<file path="config.mk">
export PLATFORM = sky130hd
export DESIGN_NAME = alu_exec_seq
export DESIGN_NICKNAME = d
export VERILOG_FILES = /design/src/rtl/alu_exec_seq_pkg.sv /design/src/rtl/alu_exec_seq_imm_extend.sv /design/src/rtl/alu_exec_seq.sv
export SDC_FILE = /design/constraint.sdc
export NUM_CORES = 1
export LEC_CHECK = 0
export CELL_PAD_IN_SITES_DETAIL_PLACEMENT = 1
export CELL_PAD_IN_SITES_GLOBAL_PLACEMENT = 2
export CORE_MARGIN = 10
export CORE_UTILIZATION = 19
export DETAILED_ROUTE_END_ITERATION = 10
export GPL_ROUTABILITY_DRIVEN = 0
export PLACE_DENSITY = 0.74
export RECOVER_POWER = 100
export SKIP_LAST_GASP = 1
export SYNTH_ARGS = -nofsm -noshare
export SYNTH_HDL_FRONTEND = slang
export SYNTH_HIERARCHICAL = 1
export SYNTH_SLANG_ARGS = --single-unit
</file>
<file path="constraint.sdc">
create_clock -name clk -period 1.39 [get_ports clk]
set_input_delay 0.139 -clock clk [delete_from_list [all_inputs] [get_ports clk]]
set_output_delay 0.139 -clock clk [all_outputs]
set_load 0.02 [all_outputs]
</file>
<file path="src/rtl/alu_exec_seq_pkg.sv">
// Shared opcode constants, PSR bit indices, FSM state type and opcode classifiers
// for the execute sequencer.
package alu_exec_seq_pkg;

  localparam logic [7:0] OpNop    = 8'h00;
  localparam logic [7:0] OpAdd    = 8'h01;
  localparam logic [7:0] OpAddi   = 8'h02;
  localparam logic [7:0] OpAddu   = 8'h03;
  localparam logic [7:0] OpAddui  = 8'h04;
  localparam logic [7:0] OpAddcu  = 8'h05;
  localparam logic [7:0] OpAddcui = 8'h06;
  localparam logic [7:0] OpSub    = 8'h07;
  localparam logic [7:0] OpSubi   = 8'h08;
  localparam logic [7:0] OpCmp    = 8'h09;
  localparam logic [7:0] OpCmpi   = 8'h0A;
  localparam logic [7:0] OpAnd    = 8'h0B;
  localparam logic [7:0] OpOr     = 8'h0C;
  localparam logic [7:0] OpXor    = 8'h0D;
  localparam logic [7:0] OpNot    = 8'h0E;
  localparam logic [7:0] OpLsh    = 8'h0F;
  localparam logic [7:0] OpLshi   = 8'h10;
  localparam logic [7:0] OpRsh    = 8'h11;
  localparam logic [7:0] OpRshi   = 8'h12;
  localparam logic [7:0] OpTest   = 8'h13;

  localparam int unsigned PsrC = 4;
  localparam int unsigned PsrF = 3;
  localparam int unsigned PsrL = 2;
  localparam int unsigned PsrN = 1;
  localparam int unsigned PsrZ = 0;

  typedef enum logic [1:0] {StIdle, StRead, StExec, StWb} state_e;

  function automatic logic is_legal_op(input logic [7:0] op);
    return op inside {OpNop, OpAdd, OpAddi, OpAddu, OpAddui, OpAddcu, OpAddcui, OpSub, OpSubi,
                      OpCmp, OpCmpi, OpAnd, OpOr, OpXor, OpNot, OpLsh, OpLshi, OpRsh, OpRshi,
                      OpTest};
  endfunction

  function automatic logic is_imm_op(input logic [7:0] op);
    return op inside {OpAddi, OpAddui, OpAddcui, OpSubi, OpCmpi, OpLshi, OpRshi};
  endfunction

  // Unrecognised opcodes are treated as no-writeback as well.
  function automatic logic is_no_wb_op(input logic [7:0] op);
    return (op inside {OpCmp, OpCmpi, OpTest, OpNop}) || !is_legal_op(op);
  endfunction

  function automatic logic is_sext_op(input logic [7:0] op);
    return op inside {OpAddi, OpSubi, OpCmpi};
  endfunction

endpackage

</file>
<file path="src/rtl/alu_exec_seq_imm_extend.sv">
// Extends an IMM_W-bit immediate to 16 bits, sign- or zero-extending on i_sext.
module imm_extend #(
  parameter int unsigned IMM_W = 8
) (
  input  logic [IMM_W-1:0] i_imm,
  input  logic             i_sext,
  output logic [15:0]      o_value
);

  logic w_fill;

  assign w_fill  = i_sext & i_imm[IMM_W-1];
  assign o_value = {{(16 - IMM_W){w_fill}}, i_imm};

endmodule

</file>
<file path="src/rtl/alu_exec_seq.sv">
// Four-state execute sequencer: IDLE -> READ -> EXEC -> WB, owning PSR.
// ALU_EXEC_SEQ_IMM_SEXT_EN selects sign extension for ADDI/SUBI/CMPI immediates.
module alu_exec_seq
  import alu_exec_seq_pkg::*;
#(
  parameter int unsigned REG_AW = 4,
  parameter int unsigned IMM_W  = 8
) (
  input  logic              clk,
  input  logic              reset,
  input  logic              instr_valid,
  output logic              instr_ready,
  input  logic [7:0]        instr_opcode,
  input  logic [REG_AW-1:0] instr_rdest,
  input  logic [REG_AW-1:0] instr_rsrc,
  input  logic [IMM_W-1:0]  instr_imm,
  output logic [REG_AW-1:0] rf_raddr_a,
  output logic [REG_AW-1:0] rf_raddr_b,
  input  logic [15:0]       rf_rdata_a,
  input  logic [15:0]       rf_rdata_b,
  output logic              rf_we,
  output logic [REG_AW-1:0] rf_waddr,
  output logic [15:0]       rf_wdata,
  output logic [15:0]       alu_a,
  output logic [15:0]       alu_b,
  output logic [7:0]        alu_opcode,
  output logic              alu_carry_in,
  input  logic [15:0]       alu_c,
  input  logic              alu_carry,
  input  logic              alu_flag,
  input  logic              alu_low,
  input  logic              alu_negative,
  input  logic              alu_zero,
  output logic [4:0]        psr,
  output logic              done,
  output logic              illegal
);

  state_e            r_state, w_state_d;
  logic [7:0]        r_opcode;
  logic [REG_AW-1:0] r_rdest, r_rsrc;
  logic [IMM_W-1:0]  r_imm;
  logic [15:0]       r_result;
  logic [4:0]        r_flags, r_psr;
  logic              w_sext;
  logic [15:0]       w_imm_ext;
  logic              w_legal;

`ifdef ALU_EXEC_SEQ_IMM_SEXT_EN
  assign w_sext = is_sext_op(r_opcode);
`else
  assign w_sext = 1'b0;
`endif

  assign w_legal = is_legal_op(r_opcode);

  imm_extend #(
    .IMM_W(IMM_W)
  ) u_imm_extend (
    .i_imm  (r_imm),
    .i_sext (w_sext),
    .o_value(w_imm_ext)
  );

  always_ff @(posedge clk) begin
    if (reset) begin
      r_state  <= StIdle;
      r_opcode <= OpNop;
      r_rdest  <= '0;
      r_rsrc   <= '0;
      r_imm    <= '0;
      r_result <= '0;
      r_flags  <= '0;
      r_psr    <= '0;
    end else begin
      r_state <= w_state_d;
      if (r_state == StIdle && instr_valid) begin
        r_opcode <= instr_opcode;
        r_rdest  <= instr_rdest;
        r_rsrc   <= instr_rsrc;
        r_imm    <= instr_imm;
      end
      if (r_state == StExec) begin
        r_result <= alu_c;
        r_flags  <= {alu_carry, alu_flag, alu_low, alu_negative, alu_zero};
      end
      // NOP and unrecognised opcodes retire without touching PSR.
      if (r_state == StWb && w_legal && r_opcode != OpNop) begin
        r_psr <= r_flags;
      end
    end
  end

  always_comb begin
    w_state_d    = r_state;
    instr_ready  = 1'b0;
    rf_raddr_a   = '0;
    rf_raddr_b   = '0;
    rf_we        = 1'b0;
    rf_waddr     = '0;
    rf_wdata     = '0;
    alu_a        = '0;
    alu_b        = '0;
    alu_opcode   = OpNop;
    alu_carry_in = 1'b0;
    done         = 1'b0;
    illegal      = 1'b0;
    unique case (r_state)
      StIdle: begin
        instr_ready = 1'b1;
        if (instr_valid) w_state_d = StRead;
      end
      StRead: begin
        rf_raddr_a = r_rdest;
        rf_raddr_b = r_rsrc;
        w_state_d  = StExec;
      end
      StExec: begin
        alu_a        = rf_rdata_a;
        alu_b        = is_imm_op(r_opcode) ? w_imm_ext : rf_rdata_b;
        alu_opcode   = r_opcode;
        alu_carry_in = r_psr[PsrC];
        w_state_d    = StWb;
      end
      StWb: begin
        rf_we     = !is_no_wb_op(r_opcode);
        rf_waddr  = r_rdest;
        rf_wdata  = r_result;
        done      = 1'b1;
        illegal   = !w_legal;
        w_state_d = StIdle;
      end
      default: w_state_d = StIdle;
    endcase
  end

  assign psr = r_psr;

endmodule

</file>
==> results.toml, run 1 <==
[status]
status = "complete, but fails checks"
violations = "setup timing"

[detailed_routing]
postRouteAntennaNets = 0
drt-pass1-iter-count = 4
first_iter_violations = 66
routed_wl_mm = 12.91
drcViolationCount = 0
viasPerCell = 4.276
post_drt_wl_per_cell_microns = 17.49
vias = 3156

[finish]
layoutNonFillerInstCount = 738
fillCellCount = 1702
drive_above_1_share_pct = 54.36
n_antenna_cell = 0
final_nets = 633
syn_to_final_growth_pct = 109.8

[yosys]
postSynth.asyncResetShare_pct = 0
yosysMostFrequentCell = "nand2_1"
avgSynthCellArea_sq_um = 8.233
synth_commonest_cells = "nand2_1 (67), and2_1 (55), dfxtp_1 (52)"
synth_nets = 441
synth_seq_area_share_pct = 35.42
synth_seq_cells = 52
syn_inst = 357
yosysWarnings = 6
synth_flop_cell = "dfxtp_1"
synthTopCellsByArea = "dfxtp_1 (35%), and2_1 (12%), mux2i_1 (9.2%)"
synth.distinct_cells = 28
syn_area_sq_mm = 0.002939
synth_enable_flop_cells = 0
netlist.area_leader.share_pct = 35.42
synth.largest_area_cell = "dfxtp_1"

[cts]
htree_levels = 2
holdBufCountCts = 0
numClockSinks = 52
clockBufferDepth = 2
worstSkewPairLatency_ps = 300
cts_buffers = 5
cts_tree = "done"
cts_root_buffer = "clkbuf_16"
clkTransAtPathRegs_ps = 80

[worst_setup_path]
required_ps = 1250
path_class = "reg2out"
worstSetupStartpointType = "flop"
ff2ff_path_depth = 8
endpoint_kind = "output port"
worstPathArrival_ps = 1840
worst-path-max-fanout = 7
crit_chain = "or4_4, nand4_4, buf_12, buf_8, o21ai_4, buf_6"
max_stage_delay_ps = 540
slowest_stage = "or4_4"

[global_routing]
grt_pass1_wl_mm = 17.98
antenna_found_initial = 0
grt_usage_pct = 10.97
overflow = 0
grt_max_degree = 58
grt_pass1_vias = 3292

[die]
die_h_microns = 144.4
die_w_microns = 144.4
boundaryPins = 158
start_util_pct = 19.33
dieArea_sq_mm = 0.02084
num_rows = 45
core_area_sq_mm = 0.01520

[timing]
clock.fmax_mhz = 505.7
rsz0062_at_grt = "true"
drv_slew = 0
finalSetupViolations = 115
fin_ws_ps = -587.5
timing.final.crit_period_ps = 1978
final-hold-violation-count = 0
skew_ps = 10.02
period_share_pct = 142.3

[pwr]
power_density_mw_per_mm2 = 1568
ir_worst_vdd_uv = 629.3
p_leak_nw = 2.522
finalPower_w = 0.009667

[placement]
port_buffers = 157
place_inst = 701
detailed_place_hpwl_mm = 9.075

[min_path]
worstHoldPathCells = 3
hold_path.class = "in2reg"

[job]
cap_violations = 0
[logic make-up (layout without fill, tap and decap cells)]
family	after synthesis	after routing	share of synthesized area [%]
mux	27	27	9.195
other cells	1	1	0.1276
fa+ha+maj	4	4	1.703
flops	52	52	35.42
compound gates	47	47	10.52
simple gates	180	180	32.86
buf+inv	46	239	10.17
[routing by layer]
metal  vias up  track usage, %  part of all wire [%]
li1       1532               -                     -
met1      1512           11.60                    38
met2       101           20.32                    53
met3        11           3.837                   8.4
met4         0           2.500                   1.1
met5         -               0                     0
[power by group]
group          switching (W)  internal, W  leakage, nW
combinational        0.00292      0.00344         2.02
sequential          0.000233      0.00181        0.427
clock               0.000594     0.000666       0.0736
[cell type report]
cell class	instances	area [sq um]	share of cell area [%]
well taps	188	235.2	3.814
clock buffers	5	125.1	2.029
multi-input cells	259	2180	35.34
clock inverters	3	18.77	0.3043
flip-flops and latches	52	1056	17.12
repair buffers	228	2536	41.12
inverters	3	16.27	0.2637
[layout by cell type (no fill, tap or decap), types with 7 or more instances in the layout]
cell type and n:
buf_8 7, nand2b_1 11, buf_12 12, clkdlybuf4s50_1 78, and2_4 45, dfxtp_1 46, buf_6 86, nand2_4 21
nand3_2 10, o21ai_2 11, a21oi_2 18, nor2_1 25, and2_1 10, clkbuf_16 10, nand2_1 39, buf_4 30
mux2i_1 26
[per-stage QoR]
step	area [sq um]	hold slack, ps	TNS, ps	setup WS, ps	utilization, %
after global routing	6167	315.8	-27690	-636.9	40.57
after floorplan	3007	275.0	-2580	-134.7	-
after global placement	4886	440.5	-36270	-723.0	32.14
after CTS	5344	292.0	-25040	-638.2	35.15
final	6167	310.0	-20860	-587.5	40.57
after detailed placement	4886	448.2	-39450	-765.9	32.14
[sequential cells by signal (all words and copies together), names as in the netlist]
| signal | cells |
|---|---|
| r_opcode | 8 |
| r_imm | 8 |
| r_flags | 5 |
| r_rsrc | 4 |
| r_rdest | 4 |
| psr | 5 |
| r_result | 16 |
| r_state | 2 |
[critical path, delay by kind of cell (launching register included)]
kind            cells  cell delay (ps)
compound gates      1               50
buf+inv             3              420
flops               1              350
simple gates        2              710
[final timing paths]
| path | startpoint | to | slack [ps] |
|---|---|---|---|
| worst max register to register | r_state[1]$_SDFFE_PP0P_ | r_opcode[6]$_SDFFE_PP0P_ | -120 |
| worst min-delay path | reset | r_flags[2]$_SDFFE_PP0P_ | 310 |
| worst max-delay path | r_opcode[2]$_SDFFE_PP0P_ | alu_b[3] | -590 |
| worst min register to register | r_rsrc[0]$_SDFFE_PP0P_ | r_rsrc[0]$_SDFFE_PP0P_ | 460 |
[what timing repair did]
item | 4_1_cts | 5_1_grt
buffers inserted | 16 | 15
gates cloned | 4 | 5
pin swaps | 12 | 62
resized for setup | 422 | 212
setup endpoints to repair | 127 | 120
No activity file was read; power rests on OpenSTA's default activity.
==> run 2, diff against run 1 <==
- SLEW_MARGIN: unset -> 40
==> results of run 2 <==
Final layout, timing and power as in run 1 (identical DEF).
